===== config.mk =====
export PLATFORM = sky130hd
export DESIGN_NAME = ef_pwm_deadband
export DESIGN_NICKNAME = d
export VERILOG_FILES = /design/src/rtl/ef_pwm_db_pkg.sv /design/src/rtl/ef_pwm_db_cnt.sv /design/src/rtl/ef_pwm_deadband.sv
export SDC_FILE = /design/constraint.sdc
export NUM_CORES = 1
export LEC_CHECK = 0
export BUFFER_PORTS_ARGS = -buffer_cell sky130_fd_sc_hd__buf_2
export CAP_MARGIN = 20
export CORE_ASPECT_RATIO = 1.4
export CORE_MARGIN = 3
export CORE_UTILIZATION = 35
export CTS_BUF_LIST = sky130_fd_sc_hd__clkbuf_8 sky130_fd_sc_hd__clkbuf_16
export CTS_CLUSTER_SIZE = 40
export DETAILED_ROUTE_END_ITERATION = 8
export GPL_ROUTABILITY_DRIVEN = 0
export PLACE_DENSITY = 0.6
export SYNTH_ARGS = -nofsm -noshare
export SYNTH_HDL_FRONTEND = slang
export SYNTH_SLANG_ARGS = --single-unit

===== constraint.sdc =====
create_clock -name clk -period 1.9 [get_ports clk]
set_input_delay 0.19 -clock clk [delete_from_list [all_inputs] [get_ports clk]]
set_output_delay 0.19 -clock clk [all_outputs]
set_load 0.01 [all_outputs]

===== src/rtl/ef_pwm_db_pkg.sv =====
// Shared types and defaults for the PWM dead-band stage.
package ef_pwm_db_pkg;

  localparam int DT_W_DEF = 8;

  typedef enum logic [2:0] {
    ST_IDLE    = 3'd0,
    ST_DT_RISE = 3'd1,
    ST_HIGH    = 3'd2,
    ST_DT_FALL = 3'd3,
    ST_LOW     = 3'd4,
    ST_FAULT   = 3'd5
  } state_t;

endpackage


===== src/rtl/ef_pwm_db_cnt.sv =====
// Loadable dead-time down-counter; holds at zero once expired.
module ef_pwm_db_cnt #(
  parameter int W = 8
) (
  input  logic         clk,
  input  logic         rst_n,
  input  logic         load,
  input  logic [W-1:0] load_val,
  output logic         zero
);

  logic [W-1:0] cnt;

  always_ff @(posedge clk or negedge rst_n) begin
    if (!rst_n) begin
      cnt <= '0;
    end else if (load) begin
      cnt <= load_val;
    end else if (cnt != '0) begin
      cnt <= cnt - W'(1);
    end
  end

  assign zero = (cnt == '0);

endmodule


===== src/rtl/ef_pwm_deadband.sv =====
// Complementary gate-drive pair with programmable rise/fall dead time and sticky fault trip.
//
// state    | meaning
// IDLE     | disabled or just cleared, both drives off
// DT_RISE  | both off, waiting dt_rise before high side
// HIGH     | high side on
// DT_FALL  | both off, waiting dt_fall before low side
// LOW      | low side on
// FAULT    | tripped, both off until fault_clr
module ef_pwm_deadband
  import ef_pwm_db_pkg::*;
#(
  parameter int DT_W = DT_W_DEF
) (
  input  logic            clk,
  input  logic            rst_n,
  input  logic            en,
  input  logic            pwm_in,
  input  logic [DT_W-1:0] dt_rise,
  input  logic [DT_W-1:0] dt_fall,
  input  logic            pol_h,
  input  logic            pol_l,
  input  logic            fault_in,
  input  logic            fault_clr,
  output logic            out_h,
  output logic            out_l,
  output logic            dt_active,
  output logic            fault_flag
);

  state_t          state, state_nxt;
  logic            pwm_q;
  logic            drv_h, drv_l;
  logic            cnt_load;
  logic [DT_W-1:0] cnt_val;
  logic            cnt_zero;
  logic            go_rise, go_fall;

  // Counter is loaded with N-1 so the zero flag lands on the last dead cycle.
  ef_pwm_db_cnt #(.W(DT_W)) u_cnt (
    .clk      (clk),
    .rst_n    (rst_n),
    .load     (cnt_load),
    .load_val (cnt_val),
    .zero     (cnt_zero)
  );

  always_comb begin
    state_nxt = state;
    cnt_load  = 1'b0;
    cnt_val   = '0;
    go_rise   = 1'b0;
    go_fall   = 1'b0;
    if (fault_in) begin
      state_nxt = ST_FAULT;
    end else if (state == ST_FAULT) begin
      if (fault_clr) state_nxt = ST_IDLE;
    end else if (!en) begin
      state_nxt = ST_IDLE;
    end else begin
      case (state)
        ST_IDLE: begin
          go_rise = pwm_q;
          go_fall = !pwm_q;
        end
        ST_HIGH: go_fall = !pwm_q;
        ST_LOW:  go_rise = pwm_q;
        ST_DT_RISE: begin
          if (!pwm_q)        state_nxt = ST_LOW;
          else if (cnt_zero) state_nxt = ST_HIGH;
        end
        ST_DT_FALL: begin
          if (pwm_q)         state_nxt = ST_HIGH;
          else if (cnt_zero) state_nxt = ST_LOW;
        end
        default: state_nxt = ST_IDLE;
      endcase
      // Zero dead time swaps the drives directly without visiting a DT state.
      if (go_rise) begin
        if (dt_rise == '0) begin
          state_nxt = ST_HIGH;
        end else begin
          state_nxt = ST_DT_RISE;
          cnt_load  = 1'b1;
          cnt_val   = dt_rise - DT_W'(1);
        end
      end
      if (go_fall) begin
        if (dt_fall == '0) begin
          state_nxt = ST_LOW;
        end else begin
          state_nxt = ST_DT_FALL;
          cnt_load  = 1'b1;
          cnt_val   = dt_fall - DT_W'(1);
        end
      end
    end
  end

  always_ff @(posedge clk or negedge rst_n) begin
    if (!rst_n) begin
      state      <= ST_IDLE;
      pwm_q      <= 1'b0;
      drv_h      <= 1'b0;
      drv_l      <= 1'b0;
      dt_active  <= 1'b0;
      fault_flag <= 1'b0;
    end else begin
      state      <= state_nxt;
      pwm_q      <= pwm_in;
      drv_h      <= (state_nxt == ST_HIGH);
      drv_l      <= (state_nxt == ST_LOW);
      dt_active  <= (state_nxt == ST_DT_RISE) || (state_nxt == ST_DT_FALL);
      fault_flag <= (state_nxt == ST_FAULT);
    end
  end

  assign out_h = drv_h ^ pol_h;
  assign out_l = drv_l ^ pol_l;

endmodule


After elaboration in Yosys (flattened, before gate mapping)
Cells that the tools add are included. Widths: inputs -> output; s select.

Register bits after elaboration: 16. Input port bits: 24. Word-level logic and storage cells: 70.

Add/subtract/negate cells: 3. Equality and inequality tests: 10. Multiplexer cells: 37. Bitwise gates (word level): 2. Reduce and logical (&&, ||, !) cells: 11.

Operators by type and width (number): $mux 8 (9); $mux 3 (11); $logic_not 8->1 (3); $sub 8x1->8 const B (3); $mux 1 (15); $eq 3x2->1 const B (4); $eq 3x3->1 const B (4); $pmux 3 s3 (1); $reduce_bool 8->1 (1); $eq 3x1->1 const B (2); $reduce_or 2->1 (2); $logic_not 3->1 (1); $reduce_or 3->1 (1); $mux 2 (1); $reduce_bool 2->1 (1); $xor 1x1->1 (2); $logic_not 1->1 (1); $logic_or 1x1->1 (1).

Depth between registers and ports, before layout
Gate-level depths: netlist of the first run.

Depth in word-level cells: 13. Gate-level depth with buffers: 7. Gate-level depth less buffers: 7.

Cells and area by module
Synthesis of the first run repeated with hierarchy kept, for this count alone.

Cell total of the unflattened synthesis: 161. Area, all modules: 1350.0 sq um.

By module, submodules not included: ef_pwm_deadband (times used 1, cells an instance 107, area an instance 873.3 sq um); ef_pwm_db_cnt (times used 1, cells an instance 54, area an instance 476.7 sq um).

Worst setup path after synthesis of the first run
OpenSTA, ideal clock, no wires.

Path kind: register to register. Start point: register u_cnt.cnt[4]. End point: register drv_h. Arrival time: 1624 ps. Slack: 140 ps. Cell stages (with the launch flop): 6. Buffers on the path: 0. Cells stage by stage: dfrtp_1 > nor4_1 > nand2_1 > mux2_2 > a31oi_1 > nor3b_1.

Cells in the longest elaborated chain, start to end: 10. Elaborated cells on any way between the ends: 12. Those cells by class: eq/ne (1); mux (10); reduce/logical (1).

Ends and longest elaborated chain: start: declaration (RTL line ef_pwm_db_cnt.sv:12) `logic [W-1:0] cnt;`; start signal: assignment (RTL line ef_pwm_db_cnt.sv:18) `cnt <= load_val;`; start signal: assignment (RTL line ef_pwm_db_cnt.sv:20) `cnt <= cnt - W'(1);`; $logic_not 8->1 * (RTL line ef_pwm_db_cnt.sv:24) `assign zero = (cnt == '0);`; $mux 3 (on tied branches) (RTL line ef_pwm_deadband.sv:74, ef_pwm_deadband.sv:70); $mux 3 (on tied branches) (RTL line ef_pwm_deadband.sv:73, ef_pwm_deadband.sv:69); $pmux 3 s3 * (RTL line ef_pwm_deadband.sv:61) `case (state)`; $mux 3 * (RTL line ef_pwm_deadband.sv:79) `if (go_rise) begin`; $mux 3 * (RTL line ef_pwm_deadband.sv:88) `if (go_fall) begin`; $mux 3 * (RTL line ef_pwm_deadband.sv:58) `end else if (!en) begin`; $mux 3 * (RTL line ef_pwm_deadband.sv:56) `end else if (state == ST_FAULT) begin`; $mux 3 * (RTL line ef_pwm_deadband.sv:54) `if (fault_in) begin`; $eq 3x2->1 * (RTL line ef_pwm_deadband.sv:111) `drv_h <= (state_nxt == ST_HIGH);`; end signal: assignment (RTL line ef_pwm_deadband.sv:111); end: declaration (RTL line ef_pwm_deadband.sv:33) `logic drv_h, drv_l;`.

Every way passes the cells marked *; elsewhere a longest branch is shown, timed or not. A chain may end at the register's enable or synchronous reset.

Final worst setup path of the first run
Start point: register u_cnt.cnt[1]. End point: register drv_h.

The elaborated chain is that of the path after synthesis.

==> results of run 1 <==
==> timing repair <==
action | CTS | global route
hold buffers | 1 | 0
hold endpoints to repair | 16 | 0
setup buffers | 0 | 1
endpoints found under the setup margin | 0 | 3
gates resized for setup | 0 | 6
==> state kept, by name, indices dropped and copies added, names as in the netlist <==
name,flops
fault_flag,1
drv_h,1
pwm_q,1
dt_active,1
state,3
drv_l,1
u_cnt.cnt,8
==> layout make-up <==
class	count	area share
well taps	39	0.03047
repair buffers	42	0.1562
flip-flops and latches	16	0.2500
clock buffers	4	0.03437
multi-input cells	109	0.5031
inverters	11	0.02578
==> logic make-up after synthesis <==
logic type               after synthesis  share of synthesized area
adder cells (fa/ha/maj)                6                    0.06067
AND/OR/NAND/NOR                       51                     0.2235
XOR/XNOR                              19                     0.1345
buffers and inverters                 14                    0.04448
AO/OA/AOI/OAI                         31                     0.1962
multiplexers                           2                    0.01719
flip-flops                            16                     0.3236
==> how the worst max path moves through the flow <==
stage / depth (start not counted) / slack, ns / to / from
6_report: 8 / 0.10 / drv_h$_DFF_PN0_ / u_cnt.cnt[1]$_DFFE_PN0P_
5_1_grt: 8 / 0.02 / drv_h$_DFF_PN0_ / u_cnt.cnt[1]$_DFFE_PN0P_
4_1_cts: 8 / 0.03 / drv_h$_DFF_PN0_ / u_cnt.cnt[1]$_DFFE_PN0P_
3_5_place_dp: 6 / -0.01 / u_cnt.cnt[4]$_DFFE_PN0P_ / dt_fall[3]
3_3_place_gp: 6 / 0.01 / u_cnt.cnt[4]$_DFFE_PN0P_ / dt_fall[3]
2_1_floorplan: 5 / 0.14 / drv_h$_DFF_PN0_ / u_cnt.cnt[4]$_DFFE_PN0P_
==> per-layer routing <==
layer  vias up  part of all wire
met1       544              0.41
met4         0             0.013
met3         4             0.035
met2        25              0.54
li1        586                 -
met5         -                 0
==> critical path, cell delays in order, from the launching register on <==
cell and delay (ns):
dfrtp_1 0.37, inv_1 0.07, ha_2 0.17, nor3b_2 0.15, buf_4 0.14, a22oi_2 0.19
o21ai_1 0.07, a221o_2 0.36, nor3b_2 0.16
==> report_power, final <==
| part | internal, mW | switching [mW] |
|---|---|---|
| Combinational | 0.298 | 0.273 |
| Clock | 0.184 | 0.115 |
| Sequential | 0.442 | 0.0933 |
| Total | 0.923 | 0.482 |
==> per-stage QoR <==
stage          cells  power (mW)  utilization  hold WS [ns]  setup TNS [ns]
5_1_grt          221       1.526       0.4938       0.03231               0
2_1_floorplan    139      0.8877            -       -0.1056               0
4_1_cts          220       1.388       0.4842       0.03817               0
3_5_place_dp     215       1.080       0.4641        0.1231        -0.01075
6_report         221       1.405       0.4938       0.04367               0
3_3_place_gp     215       1.057       0.4641        0.1132               0
==> synth_stat cells, types with 2 or more instances <==
master and count:
a21oi_1 4, a2bb2oi_1 4, dfrtp_1 16, ha_1 6, inv_1 11, nand2_1 9, nand2b_1 2, nand3_1 3
nand3b_1 4, nor2_1 13, nor3_1 5, nor3b_1 6, nor4_1 3, o21ai_0 4, o22ai_1 8, or4_1 2
xnor2_1 9, xor2_1 10
==> results.txt, run 1 <==
reg2reg end = drv_h$_DFF_PN0_
Worst setup EP type = flop
Fill cells = 308
Cell Area, Placed = 0.001505 mm^2
Post-synth EDFFs = 0
min-delay src = pwm_in
Hold Path End = pwm_q$_DFF_PN0_
grt peak-use layer = met2
Routed WL per cell = 13.11 um
CTS clk-pin slew, worst paths = 0.06 ns
crit share post-route = 0.9456
Final Slew Violations = 0
Synth async-reset ratio = 1.000
Layout Nets = 213
Overflow after GRT = 0
IO buf count = 27
clk root buf = clkbuf_8
top cell type's share of synthesized area = 0.3236
Relative slew margins = 0.6919
Crit Reg-Reg Startpoint = u_cnt.cnt[1]$_DFFE_PN0P_
M1 GR Usage = 0.1722
CTS tree = built
first-pass GRT wire length = 5.126 mm
final setup margin = 0.1033 ns
Post-DP HPWL = 2.472 mm
overall routing resource usage = 0.1459
# H-tree levels = 1
Slew @ Worst Pin = 0.4580 ns
Leakage Power = 0.7214 nW
Fmax = 0.5566 GHz
drt via density = 5.244
die width = 56.26 um
final hold vios = 0
die height = 76.36 um
clock insertion delay at the later pin of the skew report = 0.25 ns
Worst Hold Class = in2reg
Worst setup SP type = flop
Netlist cell types = 38
total CTS buffers = 3
most common cell after layout, fill and taps aside = buf_2
met2 usage in global routing = 0.2646
synth top area cells = dfrtp_1, xor2_1, xnor2_1
Pre-Repair DR Iteration Count = 4
vias in the first global route = 1,194
CTS max path bufs = 2
Place WS = -0.01075 ns
vias after detailed routing = 1,159
WS Path Type = reg2reg
Seq. cell area = 400.4 um^2
Avg Inst Size Synth = 8.902 um^2
Starting Density = 0.3816
Die ar. = 0.004295 mm^2
ANT cells = 0
prevailing post-synth register cell = dfrtp_1
initial antenna violation count = 0
routed wire length = 2.898 mm
# IOs = 28
Post-Syn Area = 0.001237 mm^2
GR met3 Demand/Resource = 0.01695
reg2reg setup slack = 0.10 ns
core footprint = 0.003243 mm^2
Arrival @ worst endpoint = 1.93 ns
post-route cell area = 0.001602 mm^2
Yosys reg bits = 16
Synthesis Warnings = 0
RSZ-0062 raised after global routing = false
DRC = 0
max-capacitance violation count = 0
Routed Antenna Nets = 0
Data required, critical path = 2.04 ns
Min-Delay Path Depth = 1
Final Critical Period = 1.797 ns
Post-Synthesis Cells = 139
most frequent cells in the layout = buf_2, dfrtp_1, buf_4, nor2_1, inv_1
sequential share of the synthesized area = 0.3236
area grow syn2layout = 29.42%
clock skew = 0.001538 ns
biggest area consumer among synthesized cells = dfrtp_1
Cell Rows = 24
status = finished clean
Multi-input gate area = 805.8 um^2
ratio of cells with drive above 1 in the final layout = 0.3187
pwr dens = 877.3 mW/mm^2
r2r worst-path depth = 8
Post-Synthesis Net Count = 169
clock sink count = 16
largest net degree at the start of global routing = 17
crit-path max FO = 3
initial DRC count = 19
Setup violations, final = 0
Max VDD drop = 0.0003849 V
No activity file was read; power rests on OpenSTA's default activity.
==> run 2, diff against run 1 <==
PLACE_DENSITY = 0.58   (was 0.6)
clock period = 2.3 ns   (was 1.9 ns; I/O delays follow)
==> results.txt, run 2 (synthesis results as in run 1) <==
status = finished clean
clock insertion delay at the later pin of the skew report = 0.25 ns
largest net degree at the start of global routing = 17
Critical Path, Cell by Cell = inv_1, ha_1, nor3b_1, buf_4, a22oi_1, o21ai_0, a221o_2, nor3b_1
CTS tree = built
min-delay src = pwm_in
DRC = 0
first-pass GRT wire length = 5.264 mm
die width = 56.26 um
Seq. cell area = 400.4 um^2
Top reg by flops = u_cnt.cnt
crit-path max FO = 3
Worst Hold Class = in2reg
core footprint = 0.003243 mm^2
initial antenna violation count = 0
crit share post-route = 0.8482
cell mode on critical path = nor3b_1
WS Path Type = reg2reg
final hold vios = 0
CP max stage cell = dfrtp_1
# hold bufs at CTS = 1
reg2reg setup slack = 0.35 ns
Setup violations, final = 0
die height = 76.36 um
clk root buf = clkbuf_8
total CTS buffers = 3
most common cell after layout, fill and taps aside = buf_2
overall routing resource usage = 0.1519
Cells after DPL = 207
Multi-input gate area = 782.0 um^2
CTS clk-pin slew, worst paths = 0.06 ns
Slew @ Worst Pin = 0.5317 ns
RSZ-0062 raised after global routing = false
GR met3 Demand/Resource = 0.008475
clock sink count = 16
# resized after CTS = 0
Die ar. = 0.004295 mm^2
# IOs = 28
Worst setup EP type = flop
drt via density = 5.175
Pre-Repair DR Iteration Count = 3
final cell count without fillers = 212
final setup margin = 0.3490 ns
Cell Rows = 24
vias after detailed routing = 1,097
area grow syn2layout = 22.04%
ratio of cells with drive above 1 in the final layout = 0.2543
M1 GR Usage = 0.1646
initial DRC count = 14
most frequent cells in the layout = buf_2, dfrtp_1, nor2_1, inv_1, xor2_1
post-route cell area = 0.001510 mm^2
Routed Antenna Nets = 0
Post-DP HPWL = 2.567 mm
Setup Total Neg Slack = 0 ns
Final Critical Period = 1.951 ns
setup bufs post-CTS = 0
CTS max path bufs = 2
IO buf count = 27
ANT cells = 0
crit path from = u_cnt.cnt[0]$_DFFE_PN0P_
Largest regs = u_cnt.cnt (8), state (3)
Data required, critical path = 2.43 ns
Relative slew margins = 0.6423
Place WS = 0.2626 ns
met2 usage in global routing = 0.2904
Cell Area, Placed = 0.001445 mm^2
Routed WL per cell = 14.28 um
max reg flops = 8
Leakage Power = 0.6742 nW
Worst path max stage delay = 0.39 ns
Crit Reg-Reg Startpoint = u_cnt.cnt[0]$_DFFE_PN0P_
Overflow after GRT = 0
# H-tree levels = 1
Fmax = 0.5126 GHz
Hold Slack = 0.08333 ns
pwr dens = 745.9 mW/mm^2
Arrival @ worst endpoint = 2.08 ns
Fill cells = 336
clock skew = 0.006292 ns
Worst setup SP type = flop
grt peak-use layer = met2
routed wire length = 3.028 mm
Starting Density = 0.3816
Final Slew Violations = 0
vias in the first global route = 1,194
overall power = 1.126 mW
post-layout util = 0.4657
max-capacitance violation count = 0
Layout Nets = 204
Max VDD drop = 0.0003984 V
==> run 2: worst paths after layout <==
kind,endpoint,cells after the start
worst max-delay path,drv_h$_DFF_PN0_,8
worst min-delay path,pwm_q$_DFF_PN0_,1
worst max register to register,drv_h$_DFF_PN0_,8
worst min register to register,u_cnt.cnt[3]$_DFFE_PN0P_,2
max in group asynchronous,u_cnt.cnt[4]$_DFFE_PN0P_,2
min in group asynchronous,drv_l$_DFF_PN0_,2
==> run 2: power breakdown <==
| part | internal (mW) | total, mW | switching (mW) |
|---|---|---|---|
| Combinational | 0.213 | 0.441 | 0.228 |
| Clock | 0.152 | 0.242 | 0.0907 |
| Sequential | 0.365 | 0.443 | 0.0779 |
==> run 2: area by class of cell <==
type / count / area share
multi-input cells: 109 / 0.5178
well taps: 39 / 0.03231
inverters: 11 / 0.02734
clock buffers: 4 / 0.03645
flip-flops and latches: 16 / 0.2651
repair buffers: 33 / 0.1210
==> run 2: routing by layer <==
metal | wire length [um] | vias up
met5 | 0 | -
met4 | 54 | 0
met3 | 73 | 4
met2 | 1685 | 20
met1 | 1215 | 502
li1 | - | 571
==> run 2: worst max-delay path, delay by kind of cell (launching register included) <==
| family | cells | cell delay [ns] |
|---|---|---|
| buffers and inverters | 2 | 0.22 |
| DFF | 1 | 0.39 |
| adders and majority gates | 1 | 0.21 |
| AOI/OAI and AO/OA | 3 | 0.72 |
| and+or+nand+nor | 2 | 0.31 |
==> run 3, diff against run 2 <==
clock period = 1.9 ns   (was 2.3 ns; I/O delays follow)
==> results.txt, run 3 (synthesis results as in run 1) <==
status = finished clean
IO buf count = 27
Setup violations, final = 0
Top reg by flops = u_cnt.cnt
Data required, critical path = 2.03 ns
total CTS buffers = 3
core footprint = 0.003243 mm^2
CTS tree = built
Cells after DPL = 218
Clk pwr share = 0.213
DRC = 0
Final Slew Violations = 0
ANT cells = 0
Layout Nets = 215
final setup margin = 0.08278 ns
initial antenna violation count = 0
final cell count without fillers = 223
Die ar. = 0.004295 mm^2
overall routing resource usage = 0.1558
vias after detailed routing = 1,196
die width = 56.26 um
sw frac = 0.3468
initial DRC count = 26
vias in the first global route = 1,297
Relative slew margins = 0.6802
Cell Rows = 24
Worst setup EP type = flop
Reg power frac = 0.378
most frequent cells in the layout = buf_2, dfrtp_1, buf_4, nor2_1, inv_1
Slew @ Worst Pin = 0.4781 ns
switching pwr = 0.4923 mW
crit share post-route = 0.9564
Largest regs = u_cnt.cnt (8), state (3)
Final Critical Period = 1.817 ns
first-pass GRT wire length = 5.402 mm
Starting Density = 0.3816
setup bufs post-CTS = 0
Multi-input gate area = 800.8 um^2
Routed Antenna Nets = 0
overall power = 1.420 mW
Pre-Repair DR Iteration Count = 4
crit-path max FO = 3
CTS max path bufs = 2
WS Path Type = reg2reg
Place WS = -0.01689 ns
pwr dens = 880.8 mW/mm^2
Post-DP HPWL = 2.554 mm
clock sink count = 16
# IOs = 28
Max VDD drop = 0.0003499 V
die height = 76.36 um
routed wire length = 3.129 mm
CTS clk-pin slew, worst paths = 0.06 ns
# H-tree levels = 1
Hold Slack = 0.04000 ns
Fmax = 0.5503 GHz
Leakage Power = 0.7293 nW
clock insertion delay at the later pin of the skew report = 0.25 ns
area grow syn2layout = 30.23%
Comb pwr share = 0.409
largest net degree at the start of global routing = 17
drt via density = 5.363
Overflow after GRT = 0
Fill cells = 331
clock skew = 0.0007828 ns
max reg flops = 8
clk root buf = clkbuf_8
Worst setup SP type = flop
max-capacitance violation count = 0
most common cell after layout, fill and taps aside = buf_2
final hold vios = 0
ratio of cells with drive above 1 in the final layout = 0.3207
Routed WL per cell = 14.03 um
cell internal pwr = 0.9272 mW
Setup Total Neg Slack = 0 ns
Arrival @ worst endpoint = 1.95 ns
Seq. cell area = 400.4 um^2
Worst Hold Class = in2reg
==> run 3: cell types whose count changed in the layout (fill, tap and decap cells not counted), sizes merged <==
cell	previous run	this run
buf	32	43
==> run 3: worst max-delay path, cell delays in order, from the launching register on <==
cell and delay, ns:
dfrtp_1 0.36, inv_1 0.06, ha_2 0.19, nor3b_2 0.15
buf_4 0.14, a22oi_2 0.18, o21ai_0 0.09, a221o_2 0.36
nor3b_1 0.16
==> run 3: power groups by stage <==
stage | clock network [mW] | registers, mW | logic, mW
after floorplan | 0 | 0.518 | 0.370
after global placement | 0 | 0.527 | 0.553
after detailed placement | 0 | 0.535 | 0.560
after CTS | 0.306 | 0.532 | 0.576
after global routing | 0.318 | 0.549 | 0.660
final | 0.303 | 0.536 | 0.580
==> run 3: per-layer routing <==
| layer | up-vias | wire (um) | global-route usage |
|---|---|---|---|
| met1 | 559 | 1197 | 0.1647 |
| li1 | 594 | - | - |
| met4 | 0 | 80 | 0.08551 |
| met3 | 7 | 151 | 0.02542 |
| met5 | - | 0 | 0 |
| met2 | 36 | 1700 | 0.2845 |
==> run 3: worst paths after layout <==
| path | end | slack, ns | startpoint | depth (start not counted) |
|---|---|---|---|---|
| max reg2reg | drv_h$_DFF_PN0_ | 0.08 | u_cnt.cnt[0]$_DFFE_PN0P_ | 8 |
| max | drv_h$_DFF_PN0_ | 0.08 | u_cnt.cnt[0]$_DFFE_PN0P_ | 8 |
| min reg2reg | u_cnt.cnt[5]$_DFFE_PN0P_ | 0.62 | u_cnt.cnt[5]$_DFFE_PN0P_ | 2 |
| min | pwm_q$_DFF_PN0_ | 0.04 | pwm_in | 1 |
| min in group asynchronous | dt_active$_DFF_PN0_ | 0.38 | rst_n | 2 |
| max in group asynchronous | u_cnt.cnt[4]$_DFFE_PN0P_ | 1.26 | rst_n | 2 |
==> run 3: cell type report <==
cell class,count,share of cell area
well taps,39,0.03028
inverters,11,0.02562
multi-input cells,109,0.4969
repair buffers,44,0.1646
flip-flops and latches,16,0.2484
clock buffers,4,0.03416
==> run 3: metrics by stage <==
step,util,instance area (um^2)
2_1_floorplan,-,1237
3_3_place_gp,0.4711,1528
3_5_place_dp,0.4711,1528
4_1_cts,0.4911,1593
5_1_grt,0.4969,1612
6_report,0.4969,1612
==> run 3: what timing repair did <==
| item | CTS | global route |
|---|---|---|
| hold buffers | 1 | 0 |
| setup endpoints to repair | 0 | 3 |
| resized for setup | 0 | 4 |
| hold endpoints to repair | 16 | 0 |
